## src/rtl/task_distribute_rr.sv

```systemverilog
// task_distribute_rr: hands head tasks from the per-level TaskFIFOs to idle RPUs.
// Pop priority starts at a rotating anchor. A level whose head has been blocked
// for STARVE_LIMIT cycles takes over the anchor.
// Optional stall statistics are enabled by defining TASK_DIST_STATS_EN.
module task_distribute_rr #(
   parameter int PTW           = 16,
   parameter int LEVEL         = 4,
   parameter int TREE_NUM      = 4,
   parameter int TREE_NUM_BITS = $clog2(TREE_NUM),
   parameter int STARVE_LIMIT  = 8,
   parameter int CNT_W         = $clog2(STARVE_LIMIT+1)
) (
   input  logic                                   i_clk,
   input  logic                                   i_arst,
   output logic [LEVEL-1:0]                       o_pop_TaskFIFO,
   input  logic [LEVEL-1:0][PTW+TREE_NUM_BITS:0]  i_TaskFIFO_data,
   input  logic [LEVEL-1:0]                       i_TaskFIFO_empty,
   input  logic [LEVEL-1:0][1:0]                  i_rpu_state_nxt,
   output logic [LEVEL-1:0]                       o_rpu_push,
   output logic [LEVEL-1:0]                       o_rpu_pop,
   output logic [LEVEL-1:0][TREE_NUM_BITS-1:0]    o_rpu_treeId,
   output logic [LEVEL-1:0][PTW-1:0]              o_rpu_push_data,
   output logic [$clog2(LEVEL)-1:0]               o_anchor,
   output logic [LEVEL-1:0][15:0]                 o_stall_cnt
);
   localparam int          TW  = PTW + TREE_NUM_BITS + 1;
   localparam int          AW  = $clog2(LEVEL);
   localparam int unsigned LVL = LEVEL;

   typedef enum logic [1:0] {
      RPU_IDLE = 2'b00,
      RPU_PUSH = 2'b01,
      RPU_WB   = 2'b10,
      RPU_POP  = 2'b11
   } rpu_state_e;

   logic [LEVEL-1:0]                    pop_last_q, pop_last_d;
   logic [LEVEL-1:0]                    empty_last_q, empty_last_d;
   logic [LEVEL-1:0]                    head_v_q, head_v_d;
   logic [LEVEL-1:0][TW-1:0]            head_task_q, head_task_d;
   logic [LEVEL-1:0]                    head_v;
   logic [LEVEL-1:0][TW-1:0]            head_task;
   logic [LEVEL-1:0]                    idle, is_push;
   logic [LEVEL-1:0]                    push_nxt, pop_nxt, issued;
   logic [LEVEL-1:0][CNT_W-1:0]         wait_q, wait_d;
   logic [AW-1:0]                       anchor_q, anchor_d;
   logic [LEVEL-1:0]                    push_q, pop_q;
   logic [LEVEL-1:0][TREE_NUM_BITS-1:0] tree_q, tree_d;
   logic [LEVEL-1:0][PTW-1:0]           data_q, data_d;

   // Current head per level: freshly popped FIFO word or the held task.
   always_comb begin
      for (int unsigned i = 0; i < LVL; i++) begin
         idle[i]      = (i_rpu_state_nxt[i] == RPU_IDLE);
         head_v[i]    = pop_last_q[i] ? ~empty_last_q[i] : head_v_q[i];
         head_task[i] = pop_last_q[i] ? i_TaskFIFO_data[i] : head_task_q[i];
         is_push[i]   = head_task[i][TW-1];
      end
   end

   // Issue decision: the anchor pop is resolved first, then pushes, then the pop chain.
   // Each later level in the chain depends on its predecessor, so the chain
   // walks rr+1 .. rr+LEVEL-1 in order.
   always_comb begin
      int unsigned rr, rp, idx, p;
      push_nxt = '0;
      pop_nxt  = '0;
      rr       = 32'(anchor_q);
      rp       = (rr + LVL - 1) % LVL;
      idx      = 0;
      p        = 0;
      pop_nxt[rr] = idle[rr] & idle[rp] & head_v[rr] & ~is_push[rr];
      for (int unsigned i = 0; i < LVL; i++) begin
         push_nxt[i] = idle[i] & head_v[i] & is_push[i] & ~((i == rp) & pop_nxt[rr]);
      end
      for (int unsigned k = 1; k < LVL; k++) begin
         idx = (rr + k) % LVL;
         p   = (idx + LVL - 1) % LVL;
         pop_nxt[idx] = idle[idx] & idle[p] & ~(push_nxt[p] | pop_nxt[p]) &
                        head_v[idx] & ~is_push[idx] & ~((idx == rp) & pop_nxt[rr]);
      end
      issued = push_nxt | pop_nxt;
   end

   // Next-state: head retirement, FIFO strobe, starvation counters, anchor takeover.
   always_comb begin
      int unsigned lv;
      lv           = 0;
      anchor_d     = anchor_q;
      pop_last_d   = '0;
      empty_last_d = i_TaskFIFO_empty;
      for (int unsigned i = 0; i < LVL; i++) begin
         head_v_d[i]       = head_v[i] & ~issued[i];
         head_task_d[i]    = issued[i] ? '0 : head_task[i];
         o_pop_TaskFIFO[i] = ~head_v_d[i] & ~i_TaskFIFO_empty[i];
         pop_last_d[i]     = o_pop_TaskFIFO[i];
         tree_d[i]         = head_task[i][PTW +: TREE_NUM_BITS];
         data_d[i]         = head_task[i][PTW-1:0];
         if (issued[i] || !head_v[i])
            wait_d[i] = '0;
         else if (idle[i] && (wait_q[i] != CNT_W'(STARVE_LIMIT)))
            wait_d[i] = wait_q[i] + CNT_W'(1);
         else
            wait_d[i] = wait_q[i];
      end
      // Scanning downward leaves the lowest saturated index as the winner.
      for (int unsigned k = 0; k < LVL; k++) begin
         lv = LVL - 1 - k;
         if (wait_d[lv] == CNT_W'(STARVE_LIMIT)) anchor_d = AW'(lv);
      end
   end

   // State and registered outputs.
   always_ff @(posedge i_clk or posedge i_arst) begin
      if (i_arst) begin
         pop_last_q   <= '0;
         empty_last_q <= '0;
         head_v_q     <= '0;
         head_task_q  <= '0;
         wait_q       <= '0;
         anchor_q     <= AW'(1);
         push_q       <= '0;
         pop_q        <= '0;
         tree_q       <= '0;
         data_q       <= '0;
      end else begin
         pop_last_q   <= pop_last_d;
         empty_last_q <= empty_last_d;
         head_v_q     <= head_v_d;
         head_task_q  <= head_task_d;
         wait_q       <= wait_d;
         anchor_q     <= anchor_d;
         push_q       <= push_nxt;
         pop_q        <= pop_nxt;
         tree_q       <= tree_d;
         data_q       <= data_d;
      end
   end

   assign o_rpu_push      = push_q;
   assign o_rpu_pop       = pop_q;
   assign o_rpu_treeId    = tree_q;
   assign o_rpu_push_data = data_q;
   assign o_anchor        = anchor_q;

`ifdef TASK_DIST_STATS_EN
   logic [LEVEL-1:0][15:0] stall_q, stall_d;

   // Saturating count of cycles a valid head waits without issuing.
   always_comb begin
      for (int unsigned i = 0; i < LVL; i++) begin
         stall_d[i] = stall_q[i];
         if (head_v[i] && !issued[i] && (stall_q[i] != '1))
            stall_d[i] = stall_q[i] + 16'd1;
      end
   end

   // Stall counter registers.
   always_ff @(posedge i_clk or posedge i_arst) begin
      if (i_arst) stall_q <= '0;
      else        stall_q <= stall_d;
   end

   assign o_stall_cnt = stall_q;
`else
   assign o_stall_cnt = '0;
`endif

endmodule

```

## config.mk

```make
export PLATFORM = sky130hd
export DESIGN_NAME = task_distribute_rr
export DESIGN_NICKNAME = d
export VERILOG_FILES = /design/src/rtl/task_distribute_rr.sv
export SDC_FILE = /design/constraint.sdc
export NUM_CORES = 1
export LEC_CHECK = 0
export ABC_AREA = 1
export CORE_AREA = 2 2 136 138
export CTS_CLUSTER_DIAMETER = 30
export CTS_CLUSTER_SIZE = 8
export DETAILED_ROUTE_END_ITERATION = 6
export DIE_AREA = 0 0 138 140
export GPL_ROUTABILITY_DRIVEN = 0
export PLACE_DENSITY = 0.8
export SLEW_MARGIN = 10
export SYNTH_ARGS = -nofsm -noshare
export SYNTH_HDL_FRONTEND = slang
export SYNTH_SLANG_ARGS = --single-unit
```

## constraint.sdc

```tcl
create_clock -name i_clk -period 8.55 [get_ports i_clk]
set_clock_uncertainty 0.15 [all_clocks]
set_input_delay 1.2825 -clock i_clk [delete_from_list [all_inputs] [get_ports i_clk]]
set_output_delay 1.2825 -clock i_clk [all_outputs]
set_load 0.005 [all_outputs]
```

==> flow_summary.yaml, run 1 <==
global_route:
  grt_pass1_wl_um: 29850
  grt_pass1_vias: 6068
  globalRouteTotalUtil_pct: 19.09
  overflow: 0
  grt_max_degree: 72
  grt_antenna_before_repair: 0
detailed_routing:
  drt-total-wl_um: 18200
  drtPass1Iterations: 5
  wl_per_cell_um: 13.97
  drc: 0
  postRouteAntennaNets: 0
  dr.first_iter.drc_count: 378
  viasPerCell: 4.692
  vias: 6114
clock_tree:
  cts-resized-gates: 0
  tritoncts: "yes"
  cts.clk_slew.worst_paths_ns: 0.07
  cts_hold_buf: 0
  clkLatencyLatePin_ns: 0.43
  clk_root_buffer_cell: "clkbuf_16"
  htreeDepth: 4
  clock_path_buffers: 2
  cts_buffers: 17
  cts.sinks: 186
  cts_setup_buffers: 0
timing:
  min_period_ns: 7.249
  worst_pin_slew_ns: 0.7635
  relSlewSlack_pct: 48.96
  hold_viol: 0
  maxClockFrequency_mhz: 137.9
  setup_viol: 0
  rsz0062_at_grt: "false"
  slew_viol_final: 0
  finalWorstSetupSlack_ns: 1.301
  period_share_pct: 84.79
  setup-tns-final_ns: 0
power:
  swShare_pct: 33.17
  p_int_mw: 2.361
  netSwitchingPower_mw: 1.172
  seqPwrFrac_pct: 40.9
  ir_worst_vdd_v: 0.0001612
  power.density_nw_per_um2: 330.0
  total_power_mw: 3.533
  p_leak_nw: 5.142
  comb_power_share_pct: 36.4
  clkPwrFrac_pct: 22.7
synthesis:
  synth_top_area_share_pct: 54.64
  synth_seq_cells: 186
  syn_inst: 895
  avgSynthCellArea_um2: 9.466
  synth_edf_count: 0
  yosysUniqueCellTypes: 43
  synth.mux.area_fraction_pct: 0.1182
  synth_simple_gate_area_share_pct: 21.24
  netlist_area_um2: 8472
  ys.flop_type: "dfrtp_1"
  yosys-top-cells-area: "dfrtp_1 (55%), buf_4 (6.6%), inv_1 (6.1%), or2_2 (5.3%), nor2_1 (4.7%)"
  async_flop_share_pct: 100.0
  seq_area_frac_synth_pct: 54.95
  yosys.area.top_type: "dfrtp_1"
  synthAdderAreaFrac_pct: 1.920
  yosysWarningCount: 0
  yosysMostFrequentCell: "dfrtp_1"
  synth_commonest_cells: "dfrtp_1 (185), inv_1 (138), nor2_1 (106)"
  synth_top_family_by_area: "simple AND/OR/NAND/NOR gates"
  synth_compound_area_share_pct: 6.262
  synth_xor_area_share_pct: 1.241
worst_setup_path:
  critPathCaptureType: "output pin"
  startpoint_type: "register"
  crit_start: "o_anchor[0]$_DFFE_PP1P_"
  path_cells: "inv_2, ha_1, inv_1, nand2_1, nand2_2, nand4_1, nand3_2, nand3_2, nand3_1, nand3_1, nand2_2, nand3_1, nand3_1, nand3_2, nand4_1, nand3_1, nand3_2, nand4_1, nand3_1, nor2_2, or2_1, inv_1, clkdlybuf4s50_1"
  crit_arrival_ns: 5.82
  path_max_fanout: 30
  worstSetupPathType: "register to output pin"
  crit_required_ns: 7.12
  cp_slowest_stage_delay_ns: 0.93
  r2r_start: "o_anchor[0]$_DFFE_PP1P_"
  cpMaxStageDelayCell: "dfstp_2"
  crit_top_cell: "nand3_1"
place:
  pre_cts_ws_ns: 1.595
  dpl_cell_area_um2: 10090
  io_buffers: 175
  hpwl_um: 12820
floorplanning:
  die_w_um: 138
  die-area_um2: 19320
  core_area_um2: 17780
  initial_core_util_pct: 47.65
  io_pins: 240
  die_h_um: 140
  core.rowCount: 49
cells_and_area:
  drive_gt1_share_pct: 13.97
  final_nets: 1164
  fillers: 1518
  antenna_cells: 0
  final_cell_area_um2: 10710
  area_growth_pct: 26.38
job:
  drv_cap: 0
outcome:
  status: "finished clean"
hold_path:
  worstHoldPathType: "register to register"
  hp-start: "head_task_q[22]$_DFF_PP0_"
## logic make-up after synthesis
| kind of cell | after synthesis |
|---|---|
| buffers and inverters | 235 |
| xor gates and xnor gates | 12 |
| and+or+nand+nor | 348 |
| AOI/OAI and AO/OA | 99 |
| adders and majority gates | 13 |
| DFF | 186 |
| muxes | 1 |
| other | 1 |
## sequential cells by signal, indices dropped and copies added, names as in the netlist
name	count
head_task_q	76
o_rpu_pop	4
wait_q	16
pop_last_q	4
o_rpu_treeId	8
head_v_q	4
o_rpu_push	4
o_rpu_push_data	64
o_anchor	2
empty_last_q	4
## worst max-delay path: cells and delay by family, from the launching register on
kind          cells  cell delay (ns)
fa+ha+maj         1             0.51
simple gates     18             2.77
buf+inv           4             1.15
flops             1             0.93
## metal layers
metal / routed length, um / global-route usage (%)
met3: 1006 / 4.342
met4: 332 / 6.122
met5: 0 / 0
met2: 9235 / 32.65
met1: 7624 / 24.25
## power by group through the flow
stage	logic [mW]	registers [mW]	clock network [mW]
5_1_grt	1.44	1.49	0.856
2_1_floorplan	0.748	1.42	0
3_3_place_gp	1.24	1.45	0
6_report	1.29	1.44	0.804
3_5_place_dp	1.28	1.46	0
4_1_cts	1.30	1.45	0.819
## layout by cell type (no fill, tap or decap), types with 3 or more instances in the layout
cell type        instances
ha_1                    13
or2_1                    4
dfrtp_1                185
inv_1                  137
inv_2                    3
nor3_1                   3
nand4_1                 13
nand3_2                 16
nor2_4                   3
o21ai_0                 78
a21oi_1                  5
xnor2_1                  4
conb_1                  64
nand4_2                  3
clkinvlp_4               3
or2_2                   72
xor2_1                   8
nor2_1                 106
clkbuf_16               17
o21ai_1                  5
nand2_2                  9
inv_6                    5
nand3_1                 36
nand2_1                 72
clkdlybuf4s50_1        175
o21ai_2                  3
## through the flow
stage / hold WS [ns] / cells / utilization [%]
5_1_grt: 0.3764 / 1303 / 60.22
2_1_floorplan: 0.3094 / 958 / -
6_report: 0.3398 / 1303 / 60.22
3_5_place_dp: 0.3250 / 1271 / 56.78
4_1_cts: 0.3439 / 1303 / 60.22
3_3_place_gp: 0.3229 / 1271 / 56.78
## final timing paths
path | slack [ns] | cells after the start | to
setup / recovery | 1.30 | 23 | o_pop_TaskFIFO[3]
hold / removal | 0.34 | 2 | o_rpu_push_data[19]$_DFF_PP0_
setup reg to reg | 3.15 | 24 | o_anchor[1]$_DFFE_PP0P_
hold reg to reg | 0.34 | 2 | o_rpu_push_data[19]$_DFF_PP0_
max in group asynchronous | 5.85 | 3 | o_rpu_pop[1]$_DFF_PP0_
min in group asynchronous | 1.18 | 2 | o_rpu_push_data[13]$_DFF_PP0_
## area by class of cell
| class | count | area [um2] | area share, % |
|---|---|---|---|
| flip-flops and latches | 186 | 4656 | 43.48 |
| well taps | 229 | 286.5 | 2.676 |
| clock buffers | 19 | 452.9 | 4.230 |
| multi-input cells | 537 | 2848 | 26.60 |
| repair buffers | 177 | 1767 | 16.50 |
| clock inverters | 13 | 158.9 | 1.484 |
| inverters | 142 | 538.0 | 5.025 |
No activity file was read; power rests on OpenSTA's default activity.
==> inputs of run 2 (changes only) <==
--- a/config.mk
+++ b/config.mk
@@ -6,13 +6,13 @@
 export NUM_CORES = 1
 export LEC_CHECK = 0
 export ABC_AREA = 1
-export CORE_AREA = 2 2 136 138
+export CORE_AREA = 2 2 142 144
 export CTS_CLUSTER_DIAMETER = 30
 export CTS_CLUSTER_SIZE = 8
 export DETAILED_ROUTE_END_ITERATION = 6
-export DIE_AREA = 0 0 138 140
+export DIE_AREA = 0 0 144 146
 export GPL_ROUTABILITY_DRIVEN = 0
-export PLACE_DENSITY = 0.8
+export PLACE_DENSITY = 0.77
 export SLEW_MARGIN = 10
 export SYNTH_ARGS = -nofsm -noshare
 export SYNTH_HDL_FRONTEND = slang
==> constraint.sdc (replaced) <==
create_clock -name i_clk -period 6.2 [get_ports i_clk]
set_clock_uncertainty 0.15 [all_clocks]
set_input_delay 0.93 -clock i_clk [delete_from_list [all_inputs] [get_ports i_clk]]
set_output_delay 0.93 -clock i_clk [all_outputs]
set_load 0.005 [all_outputs]
==> run 2 against run 1 <==
  * Sequential share of layout area fell by 0.24 points
  * Largest power group unchanged
  * Via count rose by 0.43%
  * Critical path type is now input port to output pin
  * Highest routed layer unchanged
  * Cell count rose by 3.3%
  * Total power rose by 36%
  * Largest cell class unchanged
==> flow_summary.yaml, run 2 (synthesis gave the netlist of run 1 again) <==
worst_setup_path:
  startpoint_type: "input port"
  path_max_fanout: 6
  worstSetupPathType: "input port to output pin"
  crit_arrival_ns: 4.72
  crit_required_ns: 5.12
  reg2reg_depth: 23
  reg2reg_to: "o_anchor[0]$_DFFE_PP1P_"
  rrSetupSlack_ns: 2.11
  r2r_start: "o_anchor[0]$_DFFE_PP1P_"
  critPathCaptureType: "output pin"
detailed_routing:
  drtPass1Iterations: 4
  vias: 6140
  dr.first_iter.drc_count: 368
  postRouteAntennaNets: 0
  wl_per_cell_um: 13.29
  viasPerCell: 4.562
  drc: 0
  drt-total-wl_um: 17890
hold_path:
  worstHoldPathType: "register to register"
  whs_path_depth: 2
  min_to: "o_rpu_push_data[45]$_DFF_PP0_"
  hp-start: "head_task_q[51]$_DFF_PP0_"
clock_tree:
  cts.sinks: 186
  htreeDepth: 4
  cts_hold_buf: 0
  tritoncts: "yes"
  cts.clk_slew.worst_paths_ns: 0.07
  clkLatencyLatePin_ns: 0.42
  clock_path_buffers: 2
  clk_root_buffer_cell: "clkbuf_16"
  cts_buffers: 17
cells_and_area:
  top_register: "head_task_q"
  final_cells: 1346
  most-common-layout-cells: "dfrtp_1 (183), clkdlybuf4s50_1 (175), inv_1 (136), nor2_1 (105), o21ai_0 (78)"
  area_growth_pct: 27.15
  drive_gt1_share_pct: 14.80
  mostFrequentLayoutCell: "dfrtp_1"
  antenna_cells: 0
  fillers: 1688
  largest_reg_flops: 76
  final_cell_area_um2: 10770
  final_nets: 1171
floorplanning:
  die_w_um: 144
  io_pins: 240
  core_area_um2: 19330
  initial_core_util_pct: 43.82
  core.rowCount: 51
  die-area_um2: 21020
  die_h_um: 146
timing:
  relSlewSlack_pct: 39.57
  min_period_ns: 5.795
  slew_viol_final: 0
  maxClockFrequency_mhz: 172.6
  hold_viol: 0
  worst_pin_slew_ns: 0.9065
  rsz0062_at_grt: "false"
  setup_viol: 0
  setup-tns-final_ns: 0
  period_share_pct: 93.47
place:
  hpwl_um: 12810
  place_inst: 1314
  dpl_cell_area_um2: 10190
  io_buffers: 175
global_route:
  grt_pass1_vias: 6058
  grt_antenna_before_repair: 0
  overflow: 0
  grt_max_degree: 107
  grt_pass1_wl_um: 29340
  globalRouteTotalUtil_pct: 17.48
job:
  drv_cap: 0
outcome:
  status: "finished clean"
power:
  p_leak_nw: 5.148
  power.density_nw_per_um2: 447.2
  ir_worst_vdd_v: 0.0001747
  total_power_mw: 4.817
[run 2: cell types whose count changed in the layout (fill, tap and decap cells not counted), sizes merged]
cell,change
buf,+7
clkinvlp,+3
inv,-2
bufinv,-1
clkbuf,-1
clkinv,+1
[run 2: timing repair]
action	in CTS	in global routing
setup buffers	0	0
setup endpoints to repair	0	1
resized for setup	0	5
[run 2: layer usage]
metal	routed length (um)	vias to the layer above	track usage [%]
met2	8657	223	28.81
met4	450	0	6.176
met5	0	-	0
li1	-	2971	-
met1	7741	2914	22.79
met3	1042	32	3.685
[run 2: worst max-delay path, stage by stage]
cell and delay [ns]:
clkdlybuf4s50_1 0.43, nor2_1 0.22, nand2_1 0.07, o21ai_1 0.14, nand2_1 0.10, nand2_2 0.15, nand4_2 0.14, nand3_2 0.18
nand3_2 0.10, nand3_1 0.12, nand3_1 0.10, nand2_2 0.11, nand3_1 0.11, nand3_1 0.12, nand3_2 0.11, nand4_1 0.14
nand3_1 0.10, nand3_2 0.12, nand4_1 0.13, nand3_1 0.17, nor2_2 0.08, or2_1 0.21, inv_1 0.07, clkdlybuf4s50_1 0.54
[run 2: per-stage QoR]
step	utilization, %	hold slack [ns]	setup slack (ns)
after floorplan	-	0.3094	0.06458
after global placement	52.71	0.3236	0.5973
after detailed placement	52.71	0.3260	0.4607
after CTS	55.66	0.3424	0.4451
after global routing	55.71	0.3620	0.02174
final	55.71	0.3383	0.4046
[run 2: where the power goes]
group          internal (mW)  switching, mW  total, mW
clock                  0.565          0.476       1.04
combinational          0.881          0.949       1.83
sequential              1.76          0.180       1.95
[run 2: worst max path at each step]
stage	start	endpoint	slack, ns	cells after the start
final	i_rpu_state_nxt[5]	o_pop_TaskFIFO[3]	0.40	24
after global routing	i_rpu_state_nxt[5]	o_pop_TaskFIFO[3]	0.02	24
after CTS	i_rpu_state_nxt[1]	o_pop_TaskFIFO[3]	0.45	24
after detailed placement	i_rpu_state_nxt[1]	o_pop_TaskFIFO[3]	0.46	24
after global placement	i_rpu_state_nxt[1]	o_pop_TaskFIFO[2]	0.60	24
after floorplan	i_arst	empty_last_q[0]$_DFF_PP0_	0.06	1
[run 2: cell type report]
cell class / instances / area [um2] / share of cell area, %
Sequential cell: 186 / 4658 / 43.25
Multi-Input combinational cell: 537 / 2850 / 26.46
Timing Repair Buffer: 184 / 1819 / 16.89
Inverter: 142 / 543.0 / 5.041
Clock buffer: 18 / 429.2 / 3.984
Tap cell: 265 / 331.6 / 3.078
Clock inverter: 14 / 140.1 / 1.301
